==> src/rtl/logs_pkg.sv <==
// Shared types and constants for the logistic-map sonifier blocks.
package logs_pkg;

  typedef enum logic [1:0] {IDLE, MUL, WRITE} logs_state_e;

  localparam int LOGS_LOW_FREQ = 266;
  localparam int LOGS_FREQ_INC = 1331;

  function automatic int logs_fc_len(input int n);
    return $clog2(n);
  endfunction

endpackage

==> src/rtl/logs_serial_mul.sv <==
// FRAC-step LSB-first shift-add multiplier: p = field of (INIT + a*b), one multiplier bit per cycle.
// p is the next-state accumulator, so it is valid in the same cycle that done is high.
module logs_serial_mul
  import logs_pkg::*;
#(
  parameter int               FRAC  = 8,
  parameter int               BW    = 11,
  parameter int               PW    = 20,
  parameter logic [PW-1:0]    INIT  = '0
) (
  input  logic              clk,
  input  logic              rst_n,
  input  logic              start,
  input  logic [FRAC-1:0]   a,
  input  logic [BW-1:0]     b,
  output logic              done,
  output logic [PW-2-FRAC:0] p
);

  localparam int SW = logs_fc_len(FRAC + 1);

  logic [PW-1:0]   acc_q, acc_d;
  logic [PW-1:0]   mcand_q;
  logic [FRAC-1:0] x_sh_q;
  logic [SW-1:0]   step_q;
  logic            run_q;

  // mcand_q is pre-shifted each step, so it always equals b << step.
  always_comb begin
    acc_d = acc_q;
    if (x_sh_q[0]) acc_d = acc_q + mcand_q;
  end

  assign done = run_q && (step_q == SW'(FRAC - 1));
  assign p    = acc_d[PW-2:FRAC];

  always_ff @(posedge clk) begin
    if (!rst_n) begin
      acc_q   <= '0;
      mcand_q <= '0;
      x_sh_q  <= '0;
      step_q  <= '0;
      run_q   <= 1'b0;
    end else if (start) begin
      acc_q   <= INIT;
      mcand_q <= PW'(b);
      x_sh_q  <= a;
      step_q  <= '0;
      run_q   <= 1'b1;
    end else if (run_q) begin
      acc_q   <= acc_d;
      mcand_q <= mcand_q << 1;
      x_sh_q  <= x_sh_q >> 1;
      step_q  <= step_q + SW'(1);
      if (done) run_q <= 1'b0;
    end
  end

endmodule

==> src/rtl/logs_freq_sched.sv <==
// Scales each accepted map value x to an NCO frequency word and writes it round-robin to the NCO bank.
// Optional LOGS_SCHED_SKID_EN adds a one-entry input buffer so x can be accepted while busy.
module logs_freq_sched
  import logs_pkg::*;
#(
  parameter int  N_OSC      = 4,
  parameter int  FRAC       = 8,
  parameter int  PHASE_BITS = 12,
  parameter int  LOW_FREQ   = LOGS_LOW_FREQ,
  parameter int  FREQ_INC   = LOGS_FREQ_INC,
  localparam int AW         = logs_fc_len(N_OSC),
  localparam int FW         = PHASE_BITS - 1
) (
  input  logic            clk,
  input  logic            rst_n,
  input  logic            x_valid,
  input  logic [FRAC-1:0] x,
  output logic            x_ready,
  input  logic [AW-1:0]   max_osc,
  output logic            freq_we,
  output logic [AW-1:0]   freq_addr,
  output logic [FW-1:0]   freq_data,
  output logic            busy
);

  localparam int ACC_W = PHASE_BITS + FRAC;
  localparam int BW    = logs_fc_len(FREQ_INC + 1);

  logs_state_e     state_q;
  logic [AW-1:0]   slot_q;
  logic [AW-1:0]   max_q;
  logic            x_ready_q;
  logic            freq_we_q;
  logic [AW-1:0]   freq_addr_q;
  logic [FW-1:0]   freq_data_q;
  logic            busy_q;

  logic            accept;
  logic            mul_start;
  logic [FRAC-1:0] mul_a;
  logic            mul_done;
  logic [FW-1:0]   mul_p;

  assign accept    = x_valid && x_ready_q;
  assign x_ready   = x_ready_q;
  assign freq_we   = freq_we_q;
  assign freq_addr = freq_addr_q;
  assign freq_data = freq_data_q;
  assign busy      = busy_q;

`ifdef LOGS_SCHED_SKID_EN
  logic            buf_full_q, buf_full_d;
  logic [FRAC-1:0] buf_x_q;
  logic [AW-1:0]   buf_max_q;
  logic            buf_load, buf_drain;

  // Anything accepted outside IDLE is parked; WRITE restarts the multiplier straight from the buffer.
  assign buf_load   = accept && (state_q != IDLE);
  assign buf_drain  = (state_q == WRITE) && buf_full_q;
  assign buf_full_d = buf_load || (buf_full_q && !buf_drain);
  assign mul_start  = ((state_q == IDLE) && accept) || buf_drain;
  assign mul_a      = buf_drain ? buf_x_q : x;

  always_ff @(posedge clk) begin
    if (!rst_n) begin
      buf_full_q <= 1'b0;
      buf_x_q    <= '0;
      buf_max_q  <= '0;
    end else begin
      buf_full_q <= buf_full_d;
      if (buf_load) begin
        buf_x_q   <= x;
        buf_max_q <= max_osc;
      end
    end
  end
`else
  assign mul_start = (state_q == IDLE) && accept;
  assign mul_a     = x;
`endif

  logs_serial_mul #(
    .FRAC (FRAC),
    .BW   (BW),
    .PW   (ACC_W),
    .INIT (ACC_W'(LOW_FREQ) << FRAC)
  ) u_mul (
    .clk   (clk),
    .rst_n (rst_n),
    .start (mul_start),
    .a     (mul_a),
    .b     (BW'(FREQ_INC)),
    .done  (mul_done),
    .p     (mul_p)
  );

  always_ff @(posedge clk) begin
    if (!rst_n) begin
      state_q     <= IDLE;
      slot_q      <= '0;
      max_q       <= '0;
      x_ready_q   <= 1'b0;
      freq_we_q   <= 1'b0;
      freq_addr_q <= '0;
      freq_data_q <= '0;
      busy_q      <= 1'b0;
    end else begin
      freq_we_q <= 1'b0;
      case (state_q)
        IDLE: begin
          x_ready_q <= !accept;
          if (accept) begin
            max_q   <= max_osc;
            busy_q  <= 1'b1;
            state_q <= MUL;
          end
        end
        MUL: begin
          if (mul_done) begin
            freq_we_q   <= 1'b1;
            freq_addr_q <= slot_q;
            freq_data_q <= mul_p;
            state_q     <= WRITE;
          end
        end
        WRITE: begin
          // A shrunken max_osc leaves slot above it; this write still lands there, then wraps.
          slot_q <= (slot_q >= max_q) ? '0 : slot_q + AW'(1);
`ifdef LOGS_SCHED_SKID_EN
          if (buf_full_q) begin
            max_q   <= buf_max_q;
            state_q <= MUL;
          end else begin
            busy_q  <= 1'b0;
            state_q <= IDLE;
          end
`else
          x_ready_q <= 1'b1;
          busy_q    <= 1'b0;
          state_q   <= IDLE;
`endif
        end
        default: begin
          busy_q  <= 1'b0;
          state_q <= IDLE;
        end
      endcase
`ifdef LOGS_SCHED_SKID_EN
      x_ready_q <= !buf_full_d;
`endif
    end
  end

endmodule

==> config.mk <==
export PLATFORM = sky130hd
export DESIGN_NAME = logs_freq_sched
export DESIGN_NICKNAME = d
export VERILOG_FILES = /design/src/rtl/logs_pkg.sv /design/src/rtl/logs_serial_mul.sv /design/src/rtl/logs_freq_sched.sv
export SDC_FILE = /design/constraint.sdc
export NUM_CORES = 1
export LEC_CHECK = 0
export ABC_AREA = 1
export CAP_MARGIN = 25
export CORE_MARGIN = 2
export CORE_UTILIZATION = 68
export DETAILED_ROUTE_END_ITERATION = 8
export DONT_BUFFER_PORTS = 1
export GPL_TIMING_DRIVEN = 0
export PLACE_DENSITY = 0.84
export SLEW_MARGIN = 20
export SYNTH_ARGS = -nofsm -noshare
export SYNTH_HDL_FRONTEND = slang
export SYNTH_SLANG_ARGS = --single-unit
==> constraint.sdc <==
create_clock -name clk -period 3 [get_ports clk]
set_input_delay 0.45 -clock clk [delete_from_list [all_inputs] [get_ports clk]]
set_output_delay 0.45 -clock clk [all_outputs]
set_load 0.02 [all_outputs]
==> metrics.txt, run 1 <==
xor/xnor share of the synthesized area=2.23%; Starting DRT DRC Count=372; final estimated routing congestion in global placement=0.979; compound-gate portion of the synthesized area=14.9%; utilization after layout=75.5%; Die X=80.0 um; total global routing overflow=0; area fraction in and, or, nand and nor cells after synthesis=28.9%; wire length after detailed routing=9890 um; Critical Setup Path Class=flip-flop to flip-flop; placeable core region=5540 um2; Reg clk slew, reported paths=80 ps; cell types occupying the most area after synthesis=sky130_fd_sc_hd__dfxtp_1, sky130_fd_sc_hd__nand2_1, sky130_fd_sc_hd__a21oi_1; Critical path buffers and inverters=3; number of instances in the synthesized netlist=571; maximum clock path buffer count=2; CTS tree=done; Die H=80.0 um; fin nets=617; fill cell total of the finished layout=467; synthesized flop and latch total=73; area fraction of the dominant cell type after synthesis=37.2%; Static Leakage=0.00193 uW; number of distinct library cells after synthesis=39; Inserted Diodes=0; vias after detailed routing=3772; clock sink count=73; number of H-tree levels=3; Max Cap Viol=0; tightest hold margin=239 ps; post-route cell area=4180 um2; most crowded layer after global routing=met2; fmax=455 MHz; wire length of the first global-routing pass=16000 um; final hold violations=0; endpoint of the lowest-slack register-to-register path=freq_data[8]$_SDFFE_PN0P_; post-synthesis mux area share=0%; biggest cell delay along the critical path=410 ps; most frequent cell on the critical path=sky130_fd_sc_hd__nand2_1; proportion of power drawn by the clock network=35.8%; met2 demand-to-capacity share in global routing=56.2%; main combinational cell family by area after synthesis=simple AND/OR/NAND/NOR gates; largest net degree at the start of global routing=13; skew final=12.2 ps; most used flip-flop cell after synthesis=sky130_fd_sc_hd__dfxtp_1; number of global-route vias before repair=3564; number of buffers added to fix hold violations after cts=0; min cycle time layout=2200 ps; Power Density=457 nW/um2; Layout Area Growth over Synthesis=6.37%; crit end category=flip-flop; Sw Pwr=555 uW; setup-violating endpoint count in the final report=0; met1 layer usage reported by global route=40.6%; dominant cell type by area after synthesis=sky130_fd_sc_hd__dfxtp_1; final-report max-slew violation count=0; count of antenna-violating nets left after detailed routing=0; starting density of the core=71.0%; Worst path slowest cell=sky130_fd_sc_hd__fa_1; Wirelength per Cell=15.0 um; hold_sp=rst_n; top-count cell post-synth=sky130_fd_sc_hd__nand2_1; crit share post-route=73.2%; Pre-antenna DRT Iters=5; via density per instance=5.73; clock latency on the worst-skew pair=350 ps; Critical Path RT=3260 ps; Worst path top cell family by delay=simple AND/OR/NAND/NOR gates; clock buffer count from CTS=9; die area=6410 um2; r2r setup slk=800 ps; slew of the pin with the lowest slew margin=579 ps; routing usage on met3=6.90%; IO Count=29; number of rows created at floorplan=27; Syn Nets=606; worst hold-check path type=input pin to flip-flop; synth warn=0; Reg power frac=53.8%; depth of the worst register-to-register path=15; Synth async-reset ratio=0%; headroom to the max-slew limit=61.4%; GR Util All Layers=32.5%; critical-path maximum fanout=4; post-detail-place hpwl=7280 um; count of buffers from port buffering=0; mean area per synthesized cell=6.88 um2; startpoint types=flip-flop; worst hold path depth=2; total placed instance area=4020 um2; cell-by-cell listing of the critical path=ha_1 -> inv_1 -> fa_1 -> inv_1 -> nand3_1 -> nand3_2 -> nand2_1 -> nand2_1 -> nand2_1 -> nand2_1 -> nand2_1 -> nand3_1 -> nand3_1 -> nand2_1 -> inv_1; number of setup buffers added after CTS=0; Min-Delay Endpoint=freq_addr[0]$_SDFFE_PN0P_; root buf cell=sky130_fd_sc_hd__clkbuf_8; switching power share of the total=29.0%; Comb pwr share=10.4%; detailed-route DRC error count=0; Internal Dissipation=1360 uW; final sum of negative setup slack=0 ps; data arrival time at the worst-slack endpoint=2450 ps; post-cts repair resize count=0; cell area after synthesis=3930 um2; largest voltage drop on the vdd net=0.422 mV; initial antenna violation count=0; synth cell count leaders=sky130_fd_sc_hd__nand2_1, sky130_fd_sc_hd__dfxtp_1, sky130_fd_sc_hd__nor2_1; RSZ-0062 raised after global routing=false; number of enable flip-flop cells after synthesis=0; adder-cell area share of the yosys netlist=7.19%; share of synthesized area occupied by flip-flops and latches=37.2%; outcome=complete, no violations; worst flop-to-flop path startpoint=u_mul.mcand_q[0]$_SDFFE_PN0P_; share of cells above drive strength 1=7.85%
placed cells by master (no fill, tap or decap), drive strengths merged, types with 2 or more instances in the layout:
master	count
a21oi	59
a22oi	3
a31oi	4
and2	2
buf	10
clkbuf	18
clkinv	5
dfxtp	73
ha	21
inv	72
nand2	142
nand3	40
nor2	75
nor3	5
o211ai	7
o21ai	29
or2	2
xnor2	3
xor2	7
power by group through the flow:
stage	Sequential (uW)	Clock [uW]	Combinational, uW
after CTS	1030	671	195
after global routing	1030	707	219
after global placement	1050	0	187
after detailed placement	1050	0	194
after floorplan	1040	0	147
final	1030	683	199
flip-flops by register name (all words and copies together), names as in the netlist, 2 cells and up:
signal,flops
slot_q,2
u_mul.mcand_q,19
max_q,2
freq_data,11
u_mul.acc_q,19
freq_addr,2
u_mul.x_sh_q,8
state_q,2
u_mul.step_q,4
layer usage:
metal / vias up / part of all wire (%) / routed length, um
li1: 1867 / - / -
met5: - / 0 / 0
met3: 20 / 6.3 / 621
met1: 1754 / 45 / 4450
met2: 131 / 47 / 4670
met4: 0 / 1.5 / 147
cells by family (layout without fill, tap and decap cells):
logic type / Yosys count / after routing
fa+ha+maj: 22 / 22
xor+xnor: 10 / 10
simple gates: 269 / 269
buf+inv: 91 / 106
flops: 73 / 73
compound gates: 106 / 106
layout make-up:
| type | count | area, um2 | share of cell area, % |
|---|---|---|---|
| Buffer | 19 | 109 | 2.60 |
| Clock buffer | 9 | 124 | 2.96 |
| Clock inverter | 6 | 36.3 | 0.868 |
| Inverter | 72 | 270 | 6.46 |
| Multi-Input combinational cell | 407 | 2090 | 50.0 |
| Sequential cell | 73 | 1460 | 34.9 |
| Tap cell | 72 | 90.1 | 2.15 |
how the worst max path moves through the flow:
stage	startpoint	end	slack [ps]	cells past startpoint
floorplan	u_mul.mcand_q[0]$_SDFFE_PN0P_	u_mul.acc_q[16]$_SDFFE_PN0P_	1160	15
global placement	u_mul.mcand_q[0]$_SDFFE_PN0P_	freq_data[8]$_SDFFE_PN0P_	850	15
detailed placement	u_mul.mcand_q[0]$_SDFFE_PN0P_	freq_data[8]$_SDFFE_PN0P_	830	15
CTS	u_mul.mcand_q[0]$_SDFFE_PN0P_	freq_data[8]$_SDFFE_PN0P_	810	15
global route	u_mul.mcand_q[0]$_SDFFE_PN0P_	freq_data[8]$_SDFFE_PN0P_	680	15
finish	u_mul.mcand_q[0]$_SDFFE_PN0P_	freq_data[8]$_SDFFE_PN0P_	800	15
through the flow:
stage	std cells	setup slack (ps)	power, uW
floorplan	571	1160	1190
global placement	643	852	1230
detailed placement	643	833	1240
CTS	658	815	1890
global route	658	684	1960
finish	658	804	1910
Note: power is estimated with default switching activity, not from simulation.
==> run 2, diff against run 1 <==
--- a/config.mk
+++ b/config.mk
@@ -8,11 +8,11 @@
 export ABC_AREA = 1
 export CAP_MARGIN = 25
 export CORE_MARGIN = 2
-export CORE_UTILIZATION = 68
+export CORE_UTILIZATION = 57
 export DETAILED_ROUTE_END_ITERATION = 8
 export DONT_BUFFER_PORTS = 1
 export GPL_TIMING_DRIVEN = 0
-export PLACE_DENSITY = 0.84
+export PLACE_DENSITY = 0.75
 export SLEW_MARGIN = 20
 export SYNTH_ARGS = -nofsm -noshare
 export SYNTH_HDL_FRONTEND = slang
==> constraint.sdc (replaced) <==
create_clock -name clk -period 1.8 [get_ports clk]
set_input_delay 0.27 -clock clk [delete_from_list [all_inputs] [get_ports clk]]
set_output_delay 0.27 -clock clk [all_outputs]
set_load 0.02 [all_outputs]
==> run 2 against run 1 <==
  * The flow now finishes with violations (negative setup slack)
  * Register-to-register slack worse by 890 ps
  * Flip-flop and latch count stayed put
  * Sequential power is 68% higher
  * Critical path type unchanged
  * Critical endpoint unchanged
  * Largest cell class unchanged
  * Largest power group unchanged
==> metrics.txt, run 2 (synthesis results as in run 1) <==
Power Density=795 nW/um2 (was 457 nW/um2); wire length after detailed routing=10300 um (was 9890 um); Inserted Diodes=0 (unchanged); pre-CTS WS=-308 ps (was 833 ps); Max Cap Viol=0 (unchanged); number of rows created at floorplan=30 (was 27); tightest hold margin=60.3 ps (was 239 ps); largest voltage drop on the vdd net=0.671 mV (was 0.422 mV); clock buffer count from CTS=9 (unchanged); fin nets=623 (was 617); Critical path buffers and inverters=3 (unchanged); data arrival time at the worst-slack endpoint=2150 ps (was 2450 ps); setup-violating endpoint count in the final report=6 (was 0); final estimated routing congestion in global placement=0.921 (was 0.979); largest net degree at the start of global routing=14 (was 13); detailed-route DRC error count=0 (unchanged); clock latency on the worst-skew pair=360 ps (was 350 ps); biggest cell delay along the critical path=370 ps (was 410 ps); worst hold-check path type=input pin to flip-flop (unchanged); RSZ-0062 raised after global routing=true (was false); share of cells above drive strength 1=20.1% (was 7.85%); crit end category=flip-flop (unchanged); Setup WS post-layout=-85.9 ps (was 804 ps); count of buffers from port buffering=0 (unchanged); outcome=finished with violations (was complete, no violations); Critical Setup Path Class=flip-flop to flip-flop (unchanged); initial antenna violation count=0 (unchanged); Pre-antenna DRT Iters=5 (unchanged); die area=7580 um2 (was 6410 um2); headroom to the max-slew limit=58.8% (was 61.4%); post-detail-place hpwl=7180 um (was 7280 um); CTS tree=done (unchanged); crit share post-route=105% (was 73.2%); fill cell total of the finished layout=554 (was 467); Die H=87.0 um (was 80.0 um); Storage cell area=1480 um2 (was 1460 um2); total global routing overflow=0 (unchanged); Starting DRT DRC Count=235 (was 372); wire length of the first global-routing pass=16700 um (was 16000 um); root buf cell=sky130_fd_sc_hd__clkbuf_8 (unchanged); Static Leakage=0.00199 uW (was 0.00193 uW); slew of the pin with the lowest slew margin=618 ps (was 579 ps); Reg clk slew, reported paths=80 ps (about the same); violated checks=negative setup slack; Worst path top cell family by delay=simple AND/OR/NAND/NOR gates (unchanged); cell count after placement=651 (was 643); number of H-tree levels=3 (unchanged); Layout Area Growth over Synthesis=18.4% (was 6.37%); min cycle time layout=1890 ps (was 2200 ps); final-report max-slew violation count=0 (unchanged); placeable core region=6720 um2 (was 5540 um2); maximum clock path buffer count=2 (unchanged); number of buffers added to fix hold violations after cts=0 (unchanged); IO Count=29 (unchanged); Die X=87.0 um (was 80.0 um); Wirelength per Cell=15.4 um (was 15.0 um); Critical Path RT=2060 ps (was 3260 ps); GR Util All Layers=28.6% (was 32.5%); vias after detailed routing=3795 (was 3772); number of global-route vias before repair=3628 (was 3564); startpoint types=flip-flop (unchanged); number of non-filler instances in the completed layout=672 (was 658); cell-by-cell listing of the critical path=ha_4 -> inv_2 -> fa_2 -> inv_2 -> nand3_2 -> nand3_2 -> nand2_2 -> nand2_4 -> nand2_2 -> nand2_2 -> nand2_1 -> nand3_2 -> nand3_2 -> nand2_1 -> inv_1 (was ha_1 -> inv_1 -> fa_1 -> inv_1 -> nand3_1 -> nand3_2 -> nand2_1 -> nand2_1 -> nand2_1 -> nand2_1 -> nand2_1 -> nand3_1 -> nand3_1 -> nand2_1 -> inv_1); most frequent cell on the critical path=sky130_fd_sc_hd__nand3_2 (was sky130_fd_sc_hd__nand2_1); critical-path maximum fanout=3 (was 4); fmax=530 MHz (was 455 MHz); leading cell types in the layout, fill and taps excluded=sky130_fd_sc_hd__nand2_1, sky130_fd_sc_hd__nor2_1, sky130_fd_sc_hd__inv_1 (was sky130_fd_sc_hd__nand2_1, sky130_fd_sc_hd__dfxtp_1, sky130_fd_sc_hd__nor2_1); clock sink count=73 (unchanged); via density per instance=5.65 (was 5.73); final hold violations=0 (unchanged); count of antenna-violating nets left after detailed routing=0 (unchanged); starting density of the core=58.5% (was 71.0%); most common cell after layout, fill and taps aside=sky130_fd_sc_hd__nand2_1 (unchanged); area occupied by multi-input gates=2410 um2 (was 2090 um2); skew final=11.8 ps (was 12.2 ps); Worst path slowest cell=sky130_fd_sc_hd__dfxtp_4 (was sky130_fd_sc_hd__fa_1)
[run 2: cell types whose count changed in the layout (fill, tap and decap cells not counted), sizes merged]
cell,delta
clkinv,-4
bufinv,+3
inv,+1
buf,+6
[run 2: metrics by stage]
stage / total power [uW] / TNS, ps / utilization [%] / instance area (um2)
final: 3700 / -334 / 69.3 / 4650
after global routing: 3810 / -1470 / 69.3 / 4650
after CTS: 3670 / -161 / 65.9 / 4430
after detailed placement: 2070 / -2070 / 60.1 / 4040
after global placement: 2060 / -1500 / 60.1 / 4040
after floorplan: 1980 / 0 / - / 3940
[run 2: metal layers]
metal / GRT usage, % / part of all wire, % / vias to the layer above
met4: 13.1 / 2.9 / 0
met2: 45.9 / 47 / 162
met5: 0 / 0 / -
met1: 36.0 / 43 / 1723
li1: - / - / 1876
met3: 7.30 / 6.8 / 34
[run 2: timing repair]
action,4_1_cts,5_1_grt
pin swaps,7,9
setup endpoints to repair,16,24
setup buffers,5,1
gates resized for setup,24,52
[run 2: worst reg2reg max path: stages (launching register included)]
cell	delay, ps
sky130_fd_sc_hd__dfxtp_4	370
sky130_fd_sc_hd__ha_4	130
sky130_fd_sc_hd__inv_2	30
sky130_fd_sc_hd__fa_2	350
sky130_fd_sc_hd__inv_2	90
sky130_fd_sc_hd__nand3_2	80
sky130_fd_sc_hd__nand3_2	100
sky130_fd_sc_hd__nand2_2	70
sky130_fd_sc_hd__nand2_4	90
sky130_fd_sc_hd__nand2_2	70
sky130_fd_sc_hd__nand2_2	70
sky130_fd_sc_hd__nand2_1	60
sky130_fd_sc_hd__nand3_2	100
sky130_fd_sc_hd__nand3_2	80
sky130_fd_sc_hd__nand2_1	70
sky130_fd_sc_hd__inv_1	40
[run 2: area by class of cell]
class	instances	area share [%]
well taps	80	2.15
clock buffers	9	2.66
flip-flops and latches	73	31.9
plain buffers	19	2.34
repair buffers	6	0.968
inverters	72	5.81
multi-input cells	407	51.7
clock inverters	6	2.47
[run 2: worst paths after layout]
| kind | start | end | slack (ps) | cells past startpoint |
|---|---|---|---|---|
| min | rst_n | freq_addr[0]$_SDFFE_PN0P_ | 60 | 2 |
| min reg2reg | u_mul.x_sh_q[3]$_SDFFE_PN0P_ | u_mul.x_sh_q[3]$_SDFFE_PN0P_ | 470 | 2 |
| max reg2reg | u_mul.mcand_q[0]$_SDFFE_PN0P_ | freq_data[8]$_SDFFE_PN0P_ | -90 | 15 |
| max | u_mul.mcand_q[0]$_SDFFE_PN0P_ | freq_data[8]$_SDFFE_PN0P_ | -90 | 15 |
[run 2: where the power goes]
group | leakage, uW | internal, uW | total, uW | switching, uW
clock network | 0.000116 | 920 | 1600 | 677
logic | 0.00128 | 134 | 373 | 239
registers | 0.000598 | 1670 | 1730 | 58.1
==> run 3, diff against run 2 <==
--- a/config.mk
+++ b/config.mk
@@ -7,6 +7,7 @@
 export LEC_CHECK = 0
 export ABC_AREA = 1
 export CAP_MARGIN = 25
+export CORE_ASPECT_RATIO = 1.2
 export CORE_MARGIN = 2
 export CORE_UTILIZATION = 57
 export DETAILED_ROUTE_END_ITERATION = 8
==> run 3 against run 2 <==
  * The run still ends with negative setup slack left
  * Register-to-register slack barely moved
  * Clock-buffer cell count up 1
  * Critical path type unchanged
  * Critical endpoint is now u_mul.acc_q[16]$_SDFFE_PN0P_
  * Die area is essentially flat
  * Clock power down 23%
  * Non-clock buffer count rose by 1
==> metrics.txt, run 3 (synthesis results as in run 1) <==
Reg clk slew, reported paths=90 ps (was 80 ps); data arrival time at the worst-slack endpoint=2140 ps (was 2150 ps); fmax=530 MHz (about the same); pre-CTS WS=-330 ps (was -308 ps); number of H-tree levels=3 (unchanged); Die H=95.0 um (was 87.0 um); Setup WS post-layout=-87.2 ps (was -85.9 ps); critical-path maximum fanout=5 (was 3); IO Count=29 (unchanged); wire length after detailed routing=10400 um (was 10300 um); root buf cell=sky130_fd_sc_hd__clkbuf_8 (unchanged); post-detail-place hpwl=7220 um (was 7180 um); count of buffers from port buffering=0 (unchanged); most common cell after layout, fill and taps aside=sky130_fd_sc_hd__nand2_1 (unchanged); largest voltage drop on the vdd net=0.564 mV (was 0.671 mV); Wirelength per Cell=15.3 um (was 15.4 um); headroom to the max-slew limit=59.2% (was 58.8%); cell-by-cell listing of the critical path=ha_1 -> nand2_1 -> nor4_1 -> nand2_2 -> nand2_1 -> nand2_1 -> nand3_2 -> nand3_2 -> nand2_2 -> inv_2 (was ha_4 -> inv_2 -> fa_2 -> inv_2 -> nand3_2 -> nand3_2 -> nand2_2 -> nand2_4 -> nand2_2 -> nand2_2 -> nand2_1 -> nand3_2 -> nand3_2 -> nand2_1 -> inv_1); Static Leakage=0.00201 uW (was 0.00199 uW); slew of the pin with the lowest slew margin=612 ps (was 618 ps); overall power consumption=3320 uW (was 3700 uW); Critical Path RT=2050 ps (was 2060 ps); number of buffers added to fix hold violations after cts=0 (unchanged); final estimated routing congestion in global placement=0.912 (was 0.921); Layout Area Growth over Synthesis=19.3% (was 18.4%); RSZ-0062 raised after global routing=true (unchanged); Pre-antenna DRT Iters=5 (unchanged); vias after detailed routing=3770 (was 3795); crit share post-route=105% (about the same); starting density of the core=58.1% (was 58.5%); min cycle time layout=1890 ps (about the same); biggest cell delay along the critical path=390 ps (was 370 ps); utilization after layout=69.2% (was 69.3%); skew final=13.6 ps (was 11.8 ps); number of global-route vias before repair=3516 (was 3628); Max Cap Viol=0 (unchanged); Die X=79.8 um (was 87.0 um); maximum clock path buffer count=2 (unchanged); GR Util All Layers=27.5% (was 28.6%); total placed instance area=4050 um2 (was 4040 um2); number of rows created at floorplan=33 (was 30); Power Density=709 nW/um2 (was 795 nW/um2); final-report max-slew violation count=0 (unchanged); wire length of the first global-routing pass=15900 um (was 16700 um); Starting DRT DRC Count=292 (was 235); Inserted Diodes=0 (unchanged); placeable core region=6770 um2 (was 6720 um2); largest net degree at the start of global routing=15 (was 14); clock sink count=73 (unchanged); initial antenna violation count=0 (unchanged); worst hold-check path type=input pin to flip-flop (unchanged); violated checks=negative setup slack (unchanged); outcome=finished with violations (unchanged); detailed-route DRC error count=0 (unchanged); startpoint types=flip-flop (unchanged); Worst path slowest cell=sky130_fd_sc_hd__ha_1 (was sky130_fd_sc_hd__dfxtp_4); CTS tree=done (unchanged); final hold violations=0 (unchanged); clock buffer count from CTS=9 (unchanged); most frequent cell on the critical path=sky130_fd_sc_hd__nand2_1 (was sky130_fd_sc_hd__nand3_2); fin nets=624 (was 623); post-route cell area=4690 um2 (was 4650 um2); number of non-filler instances in the completed layout=681 (was 672); count of antenna-violating nets left after detailed routing=0 (unchanged); cell count after placement=658 (was 651); total global routing overflow=0 (unchanged); Critical Setup Path Class=flip-flop to flip-flop (unchanged); share of cells above drive strength 1=22.4% (was 20.1%); crit end category=flip-flop (unchanged); leading cell types in the layout, fill and taps excluded=sky130_fd_sc_hd__nand2_1, sky130_fd_sc_hd__nor2_1, sky130_fd_sc_hd__inv_1 (unchanged); clock latency on the worst-skew pair=360 ps (about the same); die area=7580 um2 (about the same); setup-violating endpoint count in the final report=7 (was 6); via density per instance=5.54 (was 5.65)
==> run 3: worst max-delay path, delay by kind of cell, from the launching register on <==
family | cells | cell delay (ps)
simple gates | 8 | 1030
fa+ha+maj | 1 | 390
flops | 1 | 340
buf+inv | 1 | 30
==> run 3: final cells by class <==
type,instances,area (um2)
multi-input combinational,407,2470
fill,525,2080
sequential,73,1490
inverter,72,270
clock buffer,10,138
buffer,19,109
tap,87,109
timing repair buffer,7,52.6
clock inverter,6,48.8
==> run 3: report_power, final <==
group,switching (uW),internal (uW)
logic,237,136
registers,56.8,1670
clock network,677,549
==> run 3: metrics by stage <==
step | setup TNS [ps] | hold slack, ps
after CTS | -408 | 58.6
after detailed placement | -2140 | 423
after global routing | -1420 | 66.3
final | -421 | 63.5
after global placement | -1660 | 418
after floorplan | 0 | 408
==> run 3: worst paths after layout <==
check,startpoint,slack (ps),cells past startpoint,end
max,u_mul.acc_q[14]$_SDFFE_PP0P_,-90,10,u_mul.acc_q[16]$_SDFFE_PN0P_
min,x[7],60,2,u_mul.x_sh_q[7]$_SDFFE_PN0P_
max reg2reg,u_mul.acc_q[14]$_SDFFE_PP0P_,-90,10,u_mul.acc_q[16]$_SDFFE_PN0P_
min reg2reg,u_mul.x_sh_q[3]$_SDFFE_PN0P_,470,2,u_mul.x_sh_q[3]$_SDFFE_PN0P_
==> run 3: what timing repair did <==
item | CTS | global route
gates resized for setup | 36 | 61
endpoints found under the setup margin | 18 | 25
pin swaps | 13 | 16
setup buffers | 6 | 1
==> run 3: layer usage <==
layer / GRT usage (%) / vias up / wire (um)
met5: 0 / - / 0
met4: 12.4 / 0 / 344
met3: 5.35 / 27 / 400
met2: 49.1 / 98 / 5230
met1: 31.5 / 1770 / 4410
li1: - / 1875 / -
